[config.mk]
export PLATFORM = sky130hd
export DESIGN_NAME = hasty_trap_sequencer
export DESIGN_NICKNAME = d
export VERILOG_FILES = /design/src/rtl/hasty_trap_seq_pkg.sv /design/src/rtl/hasty_trap_sequencer_rr_arbiter.sv /design/src/rtl/hasty_trap_sequencer.sv
export SDC_FILE = /design/constraint.sdc
export NUM_CORES = 1
export LEC_CHECK = 0
export CORE_ASPECT_RATIO = 1.75
export CORE_MARGIN = 4
export CORE_UTILIZATION = 60
export DETAILED_ROUTE_END_ITERATION = 8
export MAX_ROUTING_LAYER = met4
export PLACE_DENSITY = 0.92
export SLEW_MARGIN = 10
export SYNTH_ARGS = -nofsm -noshare
export SYNTH_HDL_FRONTEND = slang
export SYNTH_SLANG_ARGS = --single-unit
[constraint.sdc]
create_clock -name clk_i -period 10.44 [get_ports clk_i]
set_input_delay 2.088 -clock clk_i [delete_from_list [all_inputs] [get_ports clk_i]]
set_output_delay 2.088 -clock clk_i [all_outputs]
set_load 0.02 [all_outputs]
[src/rtl/hasty_trap_seq_pkg.sv]
// Shared types and defaults for the trap-capture sequencer: state enum, cycle constants
// and the index-width helper.
package hasty_trap_seq_pkg;

    typedef enum logic [1:0] {
        ST_IDLE   = 2'd0,
        ST_LOAD   = 2'd1,
        ST_SETTLE = 2'd2,
        ST_FLUSH  = 2'd3
    } seq_state_e;

    localparam int DEF_N_TRAPS    = 8;
    localparam int DEF_LOAD_CYC   = 64;
    localparam int DEF_SETTLE_CYC = 16;
    localparam int DEF_FLUSH_CYC  = 32;
    localparam int DEF_WDOG_CYC   = 256;
    localparam int DEF_CNT_W      = 16;

    function automatic int idx_w(input int n);
        return (n > 1) ? $clog2(n) : 1;
    endfunction

endpackage

[src/rtl/hasty_trap_sequencer_rr_arbiter.sv]
// Combinational N-way round-robin pick: first set request at or after ptr_i, wrapping.
module rr_arbiter
    import hasty_trap_seq_pkg::*;
#(
    parameter int N  = DEF_N_TRAPS,
    parameter int IW = idx_w(N)
) (
    input  logic [N-1:0]  req_i,
    input  logic [IW-1:0] ptr_i,
    output logic [N-1:0]  gnt_o,
    output logic [IW-1:0] idx_o,
    output logic          valid_o
);

    logic [IW-1:0] cand;

    // N is a power of two, so IW-bit wraparound of ptr+i is the modulo.
    always_comb begin
        gnt_o   = '0;
        idx_o   = '0;
        valid_o = 1'b0;
        cand    = '0;
        for (int i = 0; i < N; i++) begin
            cand = ptr_i + IW'(i);
            if (!valid_o && req_i[cand]) begin
                valid_o = 1'b1;
                idx_o   = cand;
            end
        end
        if (valid_o) begin
            gnt_o[idx_o] = 1'b1;
        end
    end

endmodule

[src/rtl/hasty_trap_sequencer.sv]
// Round-robin LOAD/SETTLE/FLUSH sequencer for the eight-trap inlet tree.
// HASTY_TRAP_SEQ_WDOG_EN adds the LOAD pressure watchdog and sticky fault.
module hasty_trap_sequencer
    import hasty_trap_seq_pkg::*;
#(
    parameter int N_TRAPS    = DEF_N_TRAPS,
    parameter int LOAD_CYC   = DEF_LOAD_CYC,
    parameter int SETTLE_CYC = DEF_SETTLE_CYC,
    parameter int FLUSH_CYC  = DEF_FLUSH_CYC,
    parameter int CNT_W      = DEF_CNT_W
`ifdef HASTY_TRAP_SEQ_WDOG_EN
    ,
    parameter int WDOG_CYC   = DEF_WDOG_CYC
`endif
) (
    input  logic               clk_i,
    input  logic               rst_i,
    input  logic [N_TRAPS-1:0] req_i,
    input  logic               press_ok_i,
    output logic [N_TRAPS-1:0] valve_o,
    output logic               pump_o,
    output logic               flush_valve_o,
    output logic               busy_o,
    output logic [N_TRAPS-1:0] done_o,
    output logic               fault_o
);

    localparam int IW = idx_w(N_TRAPS);
    localparam logic [CNT_W-1:0] LOAD_RLD   = CNT_W'(LOAD_CYC - 1);
    localparam logic [CNT_W-1:0] SETTLE_RLD = CNT_W'(SETTLE_CYC - 1);
    localparam logic [CNT_W-1:0] FLUSH_RLD  = CNT_W'(FLUSH_CYC - 1);

    seq_state_e         state_q, state_d;
    logic [CNT_W-1:0]   cnt_q, cnt_d;
    logic [IW-1:0]      g_q, g_d, ptr_q, ptr_d;
    logic [N_TRAPS-1:0] gnt_q, gnt_d;
    logic               fault_q, fault_d;
    logic [N_TRAPS-1:0] valve_q, valve_d, done_q, done_d;
    logic               pump_q, pump_d, flush_q, flush_d, busy_q, busy_d;

    logic [N_TRAPS-1:0] arb_gnt;
    logic [IW-1:0]      arb_idx;
    logic               arb_valid;

`ifdef HASTY_TRAP_SEQ_WDOG_EN
    localparam logic [CNT_W-1:0] WDOG_RLD = CNT_W'(WDOG_CYC - 1);
    logic [CNT_W-1:0] wd_q, wd_d;
`endif

    rr_arbiter #(.N(N_TRAPS), .IW(IW)) u_arb (
        .req_i   (req_i),
        .ptr_i   (ptr_q),
        .gnt_o   (arb_gnt),
        .idx_o   (arb_idx),
        .valid_o (arb_valid)
    );

    always_comb begin
        state_d = state_q;
        cnt_d   = cnt_q;
        g_d     = g_q;
        gnt_d   = gnt_q;
        ptr_d   = ptr_q;
        fault_d = fault_q;
`ifdef HASTY_TRAP_SEQ_WDOG_EN
        wd_d    = wd_q;
`endif
        unique case (state_q)
            ST_IDLE: begin
                if (arb_valid && !fault_q) begin
                    state_d = ST_LOAD;
                    cnt_d   = LOAD_RLD;
                    g_d     = arb_idx;
                    gnt_d   = arb_gnt;
`ifdef HASTY_TRAP_SEQ_WDOG_EN
                    wd_d    = '0;
`endif
                end
            end
            ST_LOAD: begin
                if (press_ok_i) begin
`ifdef HASTY_TRAP_SEQ_WDOG_EN
                    wd_d = '0;
`endif
                    if (cnt_q == '0) begin
                        state_d = ST_SETTLE;
                        cnt_d   = SETTLE_RLD;
                    end else begin
                        cnt_d = cnt_q - 1'b1;
                    end
                end
`ifdef HASTY_TRAP_SEQ_WDOG_EN
                // wd_q == WDOG_CYC-1 means this low cycle is the WDOG_CYC-th in a row.
                else if (wd_q == WDOG_RLD) begin
                    fault_d = 1'b1;
                    state_d = ST_FLUSH;
                    cnt_d   = FLUSH_RLD;
                end else begin
                    wd_d = wd_q + 1'b1;
                end
`endif
            end
            ST_SETTLE: begin
                if (cnt_q == '0) begin
                    state_d = ST_FLUSH;
                    cnt_d   = FLUSH_RLD;
                end else begin
                    cnt_d = cnt_q - 1'b1;
                end
            end
            ST_FLUSH: begin
                if (cnt_q == '0) begin
                    state_d = ST_IDLE;
                    ptr_d   = g_q + 1'b1;
                end else begin
                    cnt_d = cnt_q - 1'b1;
                end
            end
            default: state_d = ST_IDLE;
        endcase

        // Outputs are decoded from the next state so they register alongside it.
        valve_d = (state_d == ST_LOAD || state_d == ST_SETTLE) ? gnt_d : '0;
        pump_d  = (state_d == ST_LOAD);
        flush_d = (state_d == ST_FLUSH);
        busy_d  = (state_d != ST_IDLE);
        done_d  = (state_d == ST_FLUSH && cnt_d == '0 && !fault_d) ? gnt_d : '0;
    end

    always_ff @(posedge clk_i) begin
        if (rst_i) begin
            state_q <= ST_IDLE;
            cnt_q   <= '0;
            g_q     <= '0;
            gnt_q   <= '0;
            ptr_q   <= '0;
            valve_q <= '0;
            pump_q  <= 1'b0;
            flush_q <= 1'b0;
            busy_q  <= 1'b0;
            done_q  <= '0;
        end else begin
            state_q <= state_d;
            cnt_q   <= cnt_d;
            g_q     <= g_d;
            gnt_q   <= gnt_d;
            ptr_q   <= ptr_d;
            valve_q <= valve_d;
            pump_q  <= pump_d;
            flush_q <= flush_d;
            busy_q  <= busy_d;
            done_q  <= done_d;
        end
    end

`ifdef HASTY_TRAP_SEQ_WDOG_EN
    always_ff @(posedge clk_i) begin
        if (rst_i) begin
            wd_q    <= '0;
            fault_q <= 1'b0;
        end else begin
            wd_q    <= wd_d;
            fault_q <= fault_d;
        end
    end
`else
    assign fault_q = 1'b0;
`endif

    assign valve_o       = valve_q;
    assign pump_o        = pump_q;
    assign flush_valve_o = flush_q;
    assign busy_o        = busy_q;
    assign done_o        = done_q;
    assign fault_o       = fault_q;

endmodule

==> flow_summary_export.csv, run 1 <==
group,metric,value,unit
timing,fin_tns_setup,0,ns
global_routing,grt_start_max_net_pins,31,
setup_path,worst_ep_arrival_time,5.77,ns
timing,setup-violations-final,0,
pwr,cell_internal_power_dissipation,0.294,mW
timing,final.hold.worst_slack,0.481,ns
pwr,power.switching_fraction,31.7,%
global_routing,vias_in_the_first_global_route,3319,
synthesis,synth_ff_type,"sky130_fd_sc_hd__dfxtp_1",
drt,initialDrtViolationCount,266,
pwr,power.net_switching,0.136,mW
timing,slew_headroom,24.0,%
min_path,worstHoldPathCells,2,
layout,area_growth_syn_to_layout,10.5,%
pwr,peakVddDrop,0.0953,mV
synthesis,netlist_area,3540,sq um
synthesis,synthDominantCellAreaShare,28.8,%
floorplanning,std_cell_rows,36,
floorplanning,coreArea,5630,sq um
status,outcome,"finished clean",
min_path,worstHoldStart,"g_q[2]",
job,drv_cap,0,
global_routing,gr_usage_total,27.6,%
synthesis,yosysSeqAreaShare,28.8,%
min_path,worst_hold_path.endpoint,"g_q[2]",
clock_tree,path_clk_slew,0.09,ns
pwr,fin_total_pwr,0.431,mW
layout,final_nets,447,
clock_tree,tritoncts_clock_tree,"done",
drt,drt-total-wl,9320,um
clock_tree,cts-root-buf,"sky130_fd_sc_hd__clkbuf_8",
drt,wl_cell,18.5,um
setup_path,rr_startpoint,"ptr_q[0]",
floorplanning,floorplan.die_area,7250,sq um
placed_design,post_dp_cell_area,3820,sq um
timing,skew,0.00675,ns
synthesis,post-synth-top-area-cell,"sky130_fd_sc_hd__dfxtp_1",
clock_tree,cts.htree.levels,2,
clock_tree,cts_hold_buf,0,
drt,drtAntennaViolNets,0,
pwr,clock_power_share,27.7,%
clock_tree,clock_tree.buffer_depth,2,
min_path,min-delay-path-class,"reg -> reg",
setup_path,maximum_fanout_encountered_on_the_critical_timing_path,8,
pwr,leakagePower,1.34,nW
timing,fin_crit_sh,53.3,%
setup_path,critical_path_required,10.64,ns
layout,layout.cell_area.non_filler,3920,sq um
clock_tree,numCtsBuffers,5,
synthesis,synth_warnings,0,
synthesis,synth_cells,416,
timing,fmax,180,MHz
drt,detail_route.vias_per_cell,6.66,
clock_tree,clock_insertion_delay_worst_skew,0.30,ns
setup_path,timing.critical_path.cells,"clkdlybuf4s50_1 -> mux2i_1 -> mux4_2 -> a22o_1 -> nand4_1 -> or2_1 -> o21ai_0 -> inv_1 -> ha_1 -> nand2_1 -> a221o_1 -> a211o_1 -> a21oi_2 -> nand4_4 -> a2111oi_2",
clock_tree,post_cts.repair.setup_buffers,0,
global_routing,gr-total-overflow,0,
layout,antenna_cells_inserted,0,
setup_path,worst-r2r-cell-count,16,
layout,finalNonFillerCells,505,
pwr,pwr-share-comb,23.1,%
synthesis,number_of_synthesized_flops_with_an_enable_pin,0,
drt,drc,0,
floorplanning,die_width,66.1,um
synthesis,asyncSetResetFlopFracSynth,0,%
clock_tree,clkSinkCount,51,
global_routing,grt_antenna_before_repair,0,
pwr,power.density,110,nW/um^2
layout,layout.filler_cells,441,
synthesis,post_synth.cell_area_avg,8.51,sq um
drt,drtPass1Iterations,6,
synthesis,synth.top_cells.by_count,"sky130_fd_sc_hd__dfxtp_1, sky130_fd_sc_hd__nor2_1, sky130_fd_sc_hd__a21oi_1, sky130_fd_sc_hd__nand2_1, sky130_fd_sc_hd__o21ai_0",
placed_design,quantity_of_i_o_buffers_inserted_on_ports,29,
floorplanning,initial_core_util,62.9,%
drt,detailroute.via_count,3364,
global_routing,grt_pass1_wl,15200,um
synthesis,ranking_of_synthesized_cells_by_area,"sky130_fd_sc_hd__dfxtp_1, sky130_fd_sc_hd__mux4_2, sky130_fd_sc_hd__nor2_1",
setup_path,r2r_setup_slack,5.46,ns
synthesis,yosys.cell_count.top_type,"sky130_fd_sc_hd__dfxtp_1",
synthesis,nets_in_the_synthesized_netlist,435,
synthesis,synth_seq_cells,51,
setup_path,ff_to_ff_end,"done_o[1]",
placed_design,dpl.cell_count,497,
setup_path,critPathLaunchType,"input port",
setup_path,cp_slowest_cell,"sky130_fd_sc_hd__clkdlybuf4s50_1",
timing,slew_viol_final,0,
pwr,pwr-share-seq,49.3,%
placed_design,routabilityCongestion,0.976,
placed_design,dp_hpwl,7150,um
floorplanning,io_pins,31,
floorplanning,die_height,110,um
timing,layout_min_cycle_time,5.56,ns
setup_path,biggest_cell_delay_along_the_critical_path,0.61,ns
setup_path,critical_path_class,"in -> reg",
timing,transition_time_at_the_pin_with_the_least_slew_margin,1.14,ns
timing,finalHoldViolCount,0,
clock_tree,cts.repair.resized,0,
layout,final_layout_size_suffix_gt1_share,10.5,%
synthesis,yosys.cell_types.count,76,
timing,rsz0062_at_grt,"false",
setup_path,endpoint_kind_of_the_worst_setup_timing_path,"flip-flop",
## cells by family (layout without fill, tap and decap cells)
kind of cell / Yosys count / in the layout / synth area share (%)
AOI/OAI and AO/OA: 126 / 126 / 25.2
xor gates and xnor gates: 7 / 7 / 1.73
adders and majority gates: 8 / 8 / 2.83
buffers and inverters: 42 / 55 / 5.26
DFF: 51 / 51 / 28.8
muxes: 31 / 31 / 13.0
other: 1 / 1 / 0.106
and+or+nand+nor: 150 / 150 / 23.1
## metrics by stage
step | util [%] | worst slack [ns]
finish | 69.5 | 4.88
global route | 69.5 | 4.61
CTS | 69.5 | 4.94
detailed placement | 67.8 | 4.63
global placement | 67.8 | 4.79
floorplan | - | 5.54
## worst max-delay path: cells and delay by family
| family | cells | cell delay (ns) |
|---|---|---|
| compound gates | 6 | 1.42 |
| buf+inv | 2 | 0.74 |
| simple gates | 4 | 0.70 |
| mux | 2 | 0.67 |
| fa+ha+maj | 1 | 0.15 |
## power groups by stage
| stage | Combinational, mW | Clock (mW) | Sequential [mW] |
|---|---|---|---|
| floorplan | 0.0737 | 0 | 0.213 |
| global placement | 0.0941 | 0 | 0.216 |
| detailed placement | 0.0968 | 0 | 0.216 |
| CTS | 0.0975 | 0.122 | 0.212 |
| global route | 0.108 | 0.130 | 0.213 |
| finish | 0.0993 | 0.119 | 0.212 |
## cell type report
class / instances / area [sq um] / area share, %
clock buffers: 6 / 82.6 / 2.11
clock inverters: 2 / 16.3 / 0.415
inverters: 16 / 60.1 / 1.53
multi-input cells: 323 / 2330 / 59.6
flip-flops and latches: 51 / 1020 / 26.1
well taps: 76 / 95.1 / 2.43
repair buffers: 31 / 305 / 7.80
## cell usage in the layout, fill, tap and decap left out, types with 9 or more instances in the layout
| master | n |
|---|---|
| sky130_fd_sc_hd__nor3_1 | 9 |
| sky130_fd_sc_hd__mux2i_1 | 15 |
| sky130_fd_sc_hd__mux4_2 | 11 |
| sky130_fd_sc_hd__o21ai_0 | 20 |
| sky130_fd_sc_hd__nand3_1 | 12 |
| sky130_fd_sc_hd__a21oi_1 | 37 |
| sky130_fd_sc_hd__inv_1 | 15 |
| sky130_fd_sc_hd__nor2_1 | 50 |
| sky130_fd_sc_hd__dfxtp_1 | 51 |
| sky130_fd_sc_hd__nand2_1 | 27 |
| sky130_fd_sc_hd__clkdlybuf4s50_1 | 29 |
| sky130_fd_sc_hd__nor4_1 | 11 |
## sequential cells by signal, summed over array words and instances, names as in the netlist
signal         flops
flush_valve_o      1
ptr_q              3
valve_o            8
g_q                3
pump_o             1
state_q            2
cnt_q             16
busy_o             1
gnt_q              8
done_o             8
## layer usage
metal	share of wire (%)	wire (um)	up-vias	global-route usage, %
met3	4.0	374	50	4.29
met2	56	5180	136	51.0
met5	0	0	-	-
met1	36	3340	1587	27.0
li1	-	-	1591	-
met4	4.6	427	0	14.0
## how the worst max path moves through the flow
stage	start	cells past startpoint	to
floorplan	req_i[3]	15	done_o[0]
global placement	req_i[3]	15	done_o[7]
detailed placement	req_i[3]	15	done_o[7]
CTS	req_i[2]	15	done_o[7]
global route	req_i[3]	15	done_o[5]
finish	req_i[0]	15	done_o[1]
Note: power is estimated with default switching activity, not from simulation.
==> run 2, diff against run 1 <==
--- a/config.mk
+++ b/config.mk
@@ -7,10 +7,10 @@
 export LEC_CHECK = 0
 export CORE_ASPECT_RATIO = 1.75
 export CORE_MARGIN = 4
-export CORE_UTILIZATION = 60
+export CORE_UTILIZATION = 58
 export DETAILED_ROUTE_END_ITERATION = 8
 export MAX_ROUTING_LAYER = met4
-export PLACE_DENSITY = 0.92
+export PLACE_DENSITY = 0.9
 export SLEW_MARGIN = 10
 export SYNTH_ARGS = -nofsm -noshare
 export SYNTH_HDL_FRONTEND = slang
==> constraint.sdc (replaced) <==
create_clock -name clk_i -period 5.7 [get_ports clk_i]
set_input_delay 1.14 -clock clk_i [delete_from_list [all_inputs] [get_ports clk_i]]
set_output_delay 1.14 -clock clk_i [all_outputs]
set_load 0.02 [all_outputs]
==> flow_summary_export.csv, run 2 (synthesized netlist as in run 1, its figures left out) <==
group,metric,value,unit
status,outcome,"finished clean",
clock_tree,cts_hold_buf,0,
clock_tree,post_cts.repair.setup_buffers,0,
global_routing,gr_usage_total,28.2,%
clock_tree,clock_tree.buffer_depth,2,
drt,drc,0,
global_routing,gr-total-overflow,0,
floorplanning,std_cell_rows,37,
timing,transition_time_at_the_pin_with_the_least_slew_margin,0.880,ns
pwr,peakVddDrop,0.163,mV
drt,drtPass1Iterations,6,
layout,layout.cell_area.non_filler,3930,sq um
global_routing,grt_antenna_before_repair,0,
pwr,clock_power_share,26.0,%
pwr,power.density,197,nW/um^2
clock_tree,numCtsBuffers,5,
timing,slew_viol_final,0,
drt,initialDrtViolationCount,243,
pwr,pwr-share-comb,23.8,%
setup_path,critPathLaunchType,"input port",
timing,skew,0.00710,ns
layout,final_common_cell,"sky130_fd_sc_hd__dfxtp_1",
pwr,power.switching_fraction,32.1,%
setup_path,critical_path_required,5.90,ns
setup_path,endpoint_kind_of_the_worst_setup_timing_path,"flip-flop",
drt,drtAntennaViolNets,0,
timing,postLayoutSetupSlackWorst,1.01,ns
setup_path,critical_path_class,"in -> reg",
floorplanning,die_width,67.1,um
layout,layout.cells.most_common_list,"sky130_fd_sc_hd__dfxtp_1, sky130_fd_sc_hd__nor2_1, sky130_fd_sc_hd__a21oi_1",
placed_design,dp_hpwl,7310,um
setup_path,maximum_fanout_encountered_on_the_critical_timing_path,8,
timing,finalHoldViolCount,0,
min_path,worstHoldStart,"g_q[0]",
setup_path,worst-r2r-cell-count,17,
setup_path,rr_startpoint,"ptr_q[1]",
floorplanning,floorplan.die_area,7470,sq um
layout,postLayoutCoreUtil,66.3,%
placed_design,post_dp_cell_area,3850,sq um
placed_design,quantity_of_i_o_buffers_inserted_on_ports,29,
clock_tree,clock_insertion_delay_worst_skew,0.31,ns
setup_path,r2r_setup_slack,1.05,ns
layout,area_growth_syn_to_layout,11.0,%
layout,top_register,"cnt_q",
global_routing,vias_in_the_first_global_route,3505,
timing,fin_tns_setup,0,ns
placed_design,pre_cts_slack,0.816,ns
layout,final_layout_size_suffix_gt1_share,11.1,%
floorplanning,coreArea,5930,sq um
clock_tree,cts.htree.levels,2,
timing,slew_headroom,41.3,%
timing,rsz0062_at_grt,"false",
drt,drt-total-wl,9630,um
floorplanning,die_height,111,um
pwr,leakagePower,1.36,nW
layout,antenna_cells_inserted,0,
clock_tree,clkSinkCount,51,
setup_path,cp-endpoint,"done_o[1]",
drt,detail_route.vias_per_cell,6.72,
floorplanning,io_pins,31,
clock_tree,cts.repair.resized,0,
placed_design,routabilityCongestion,0.954,
setup_path,critical_path.startpoint,"req_i[3]",
pwr,cell_internal_power_dissipation,0.525,mW
pwr,power.net_switching,0.249,mW
layout,finalNonFillerCells,510,
job,drv_cap,0,
floorplanning,initial_core_util,59.8,%
pwr,pwr-share-seq,50.2,%
global_routing,grt_pass1_wl,16200,um
timing,fin_crit_sh,82.3,%
setup_path,ff_to_ff_end,"done_o[1]",
clock_tree,path_clk_slew,0.09,ns
setup_path,worst_ep_arrival_time,4.89,ns
clock_tree,tritoncts_clock_tree,"done",
timing,layout_min_cycle_time,4.69,ns
global_routing,grt_start_max_net_pins,31,
min_path,worstHoldPathCells,2,
timing,setup-violations-final,0,
drt,detailroute.via_count,3429,
layout,final_nets,451,
clock_tree,cts-root-buf,"sky130_fd_sc_hd__clkbuf_8",
drt,wl_cell,18.9,um
placed_design,dpl.cell_count,503,
timing,fmax,213,MHz
layout,flip_flop_count_of_the_largest_register_after_layout,16,
min_path,min-delay-path-class,"reg -> reg",
-- run 2: changes by cell type in the layout (fill, tap and decap cells not counted) --
cell,delta
sky130_fd_sc_hd__clkbuf_8,-1
sky130_fd_sc_hd__clkinvlp_4,-1
sky130_fd_sc_hd__clkinv_2,+1
sky130_fd_sc_hd__buf_4,+4
-- run 2: worst min path at each step --
| stage | to | slack [ns] |
|---|---|---|
| floorplan | g_q[2] | 0.45 |
| finish | g_q[0] | 0.48 |
| global placement | g_q[2] | 0.46 |
| CTS | g_q[0] | 0.49 |
| detailed placement | g_q[0] | 0.47 |
| global route | g_q[2] | 0.52 |
-- run 2: power by group through the flow --
stage | clock [mW] | combinational, mW | sequential [mW]
after floorplan | 0 | 0.135 | 0.390
after global placement | 0 | 0.174 | 0.395
after detailed placement | 0 | 0.179 | 0.396
after CTS | 0.206 | 0.181 | 0.387
after global routing | 0.220 | 0.202 | 0.391
final | 0.201 | 0.184 | 0.388
-- run 2: routing by layer --
metal	track usage [%]	share of wire [%]
met5	-	0
met4	19.1	6.4
met3	5.95	5.7
met2	48.0	53
met1	27.3	35
-- run 2: area by class of cell --
cell class                      instances  area [sq um]
Multi-Input combinational cell        323          2330
Fill cell                             500          1990
Sequential cell                        51          1020
Timing Repair Buffer                   35           335
Tap cell                               78          97.6
Clock buffer                            5          68.8
Inverter                               16          60.1
Clock inverter                          2          13.8
-- run 2: critical path, cell delays in order --
cell                              delay [ns]
sky130_fd_sc_hd__clkdlybuf4s50_1        0.59
sky130_fd_sc_hd__mux2i_1                0.15
sky130_fd_sc_hd__mux4_2                 0.52
sky130_fd_sc_hd__a22o_1                 0.29
sky130_fd_sc_hd__nand4_1                0.15
sky130_fd_sc_hd__or2_1                  0.29
sky130_fd_sc_hd__o21ai_0                0.24
sky130_fd_sc_hd__inv_1                  0.16
sky130_fd_sc_hd__ha_1                   0.17
sky130_fd_sc_hd__nand2_1                0.07
sky130_fd_sc_hd__a221o_1                0.26
sky130_fd_sc_hd__a211o_1                0.23
sky130_fd_sc_hd__a21oi_2                0.16
sky130_fd_sc_hd__nand4_4                0.19
sky130_fd_sc_hd__a2111oi_2              0.27
-- run 2: per-stage QoR --
step	total power, mW	hold WS, ns
finish	0.773	0.481
global route	0.812	0.522
CTS	0.774	0.486
detailed placement	0.575	0.473
global placement	0.569	0.461
floorplan	0.525	0.449
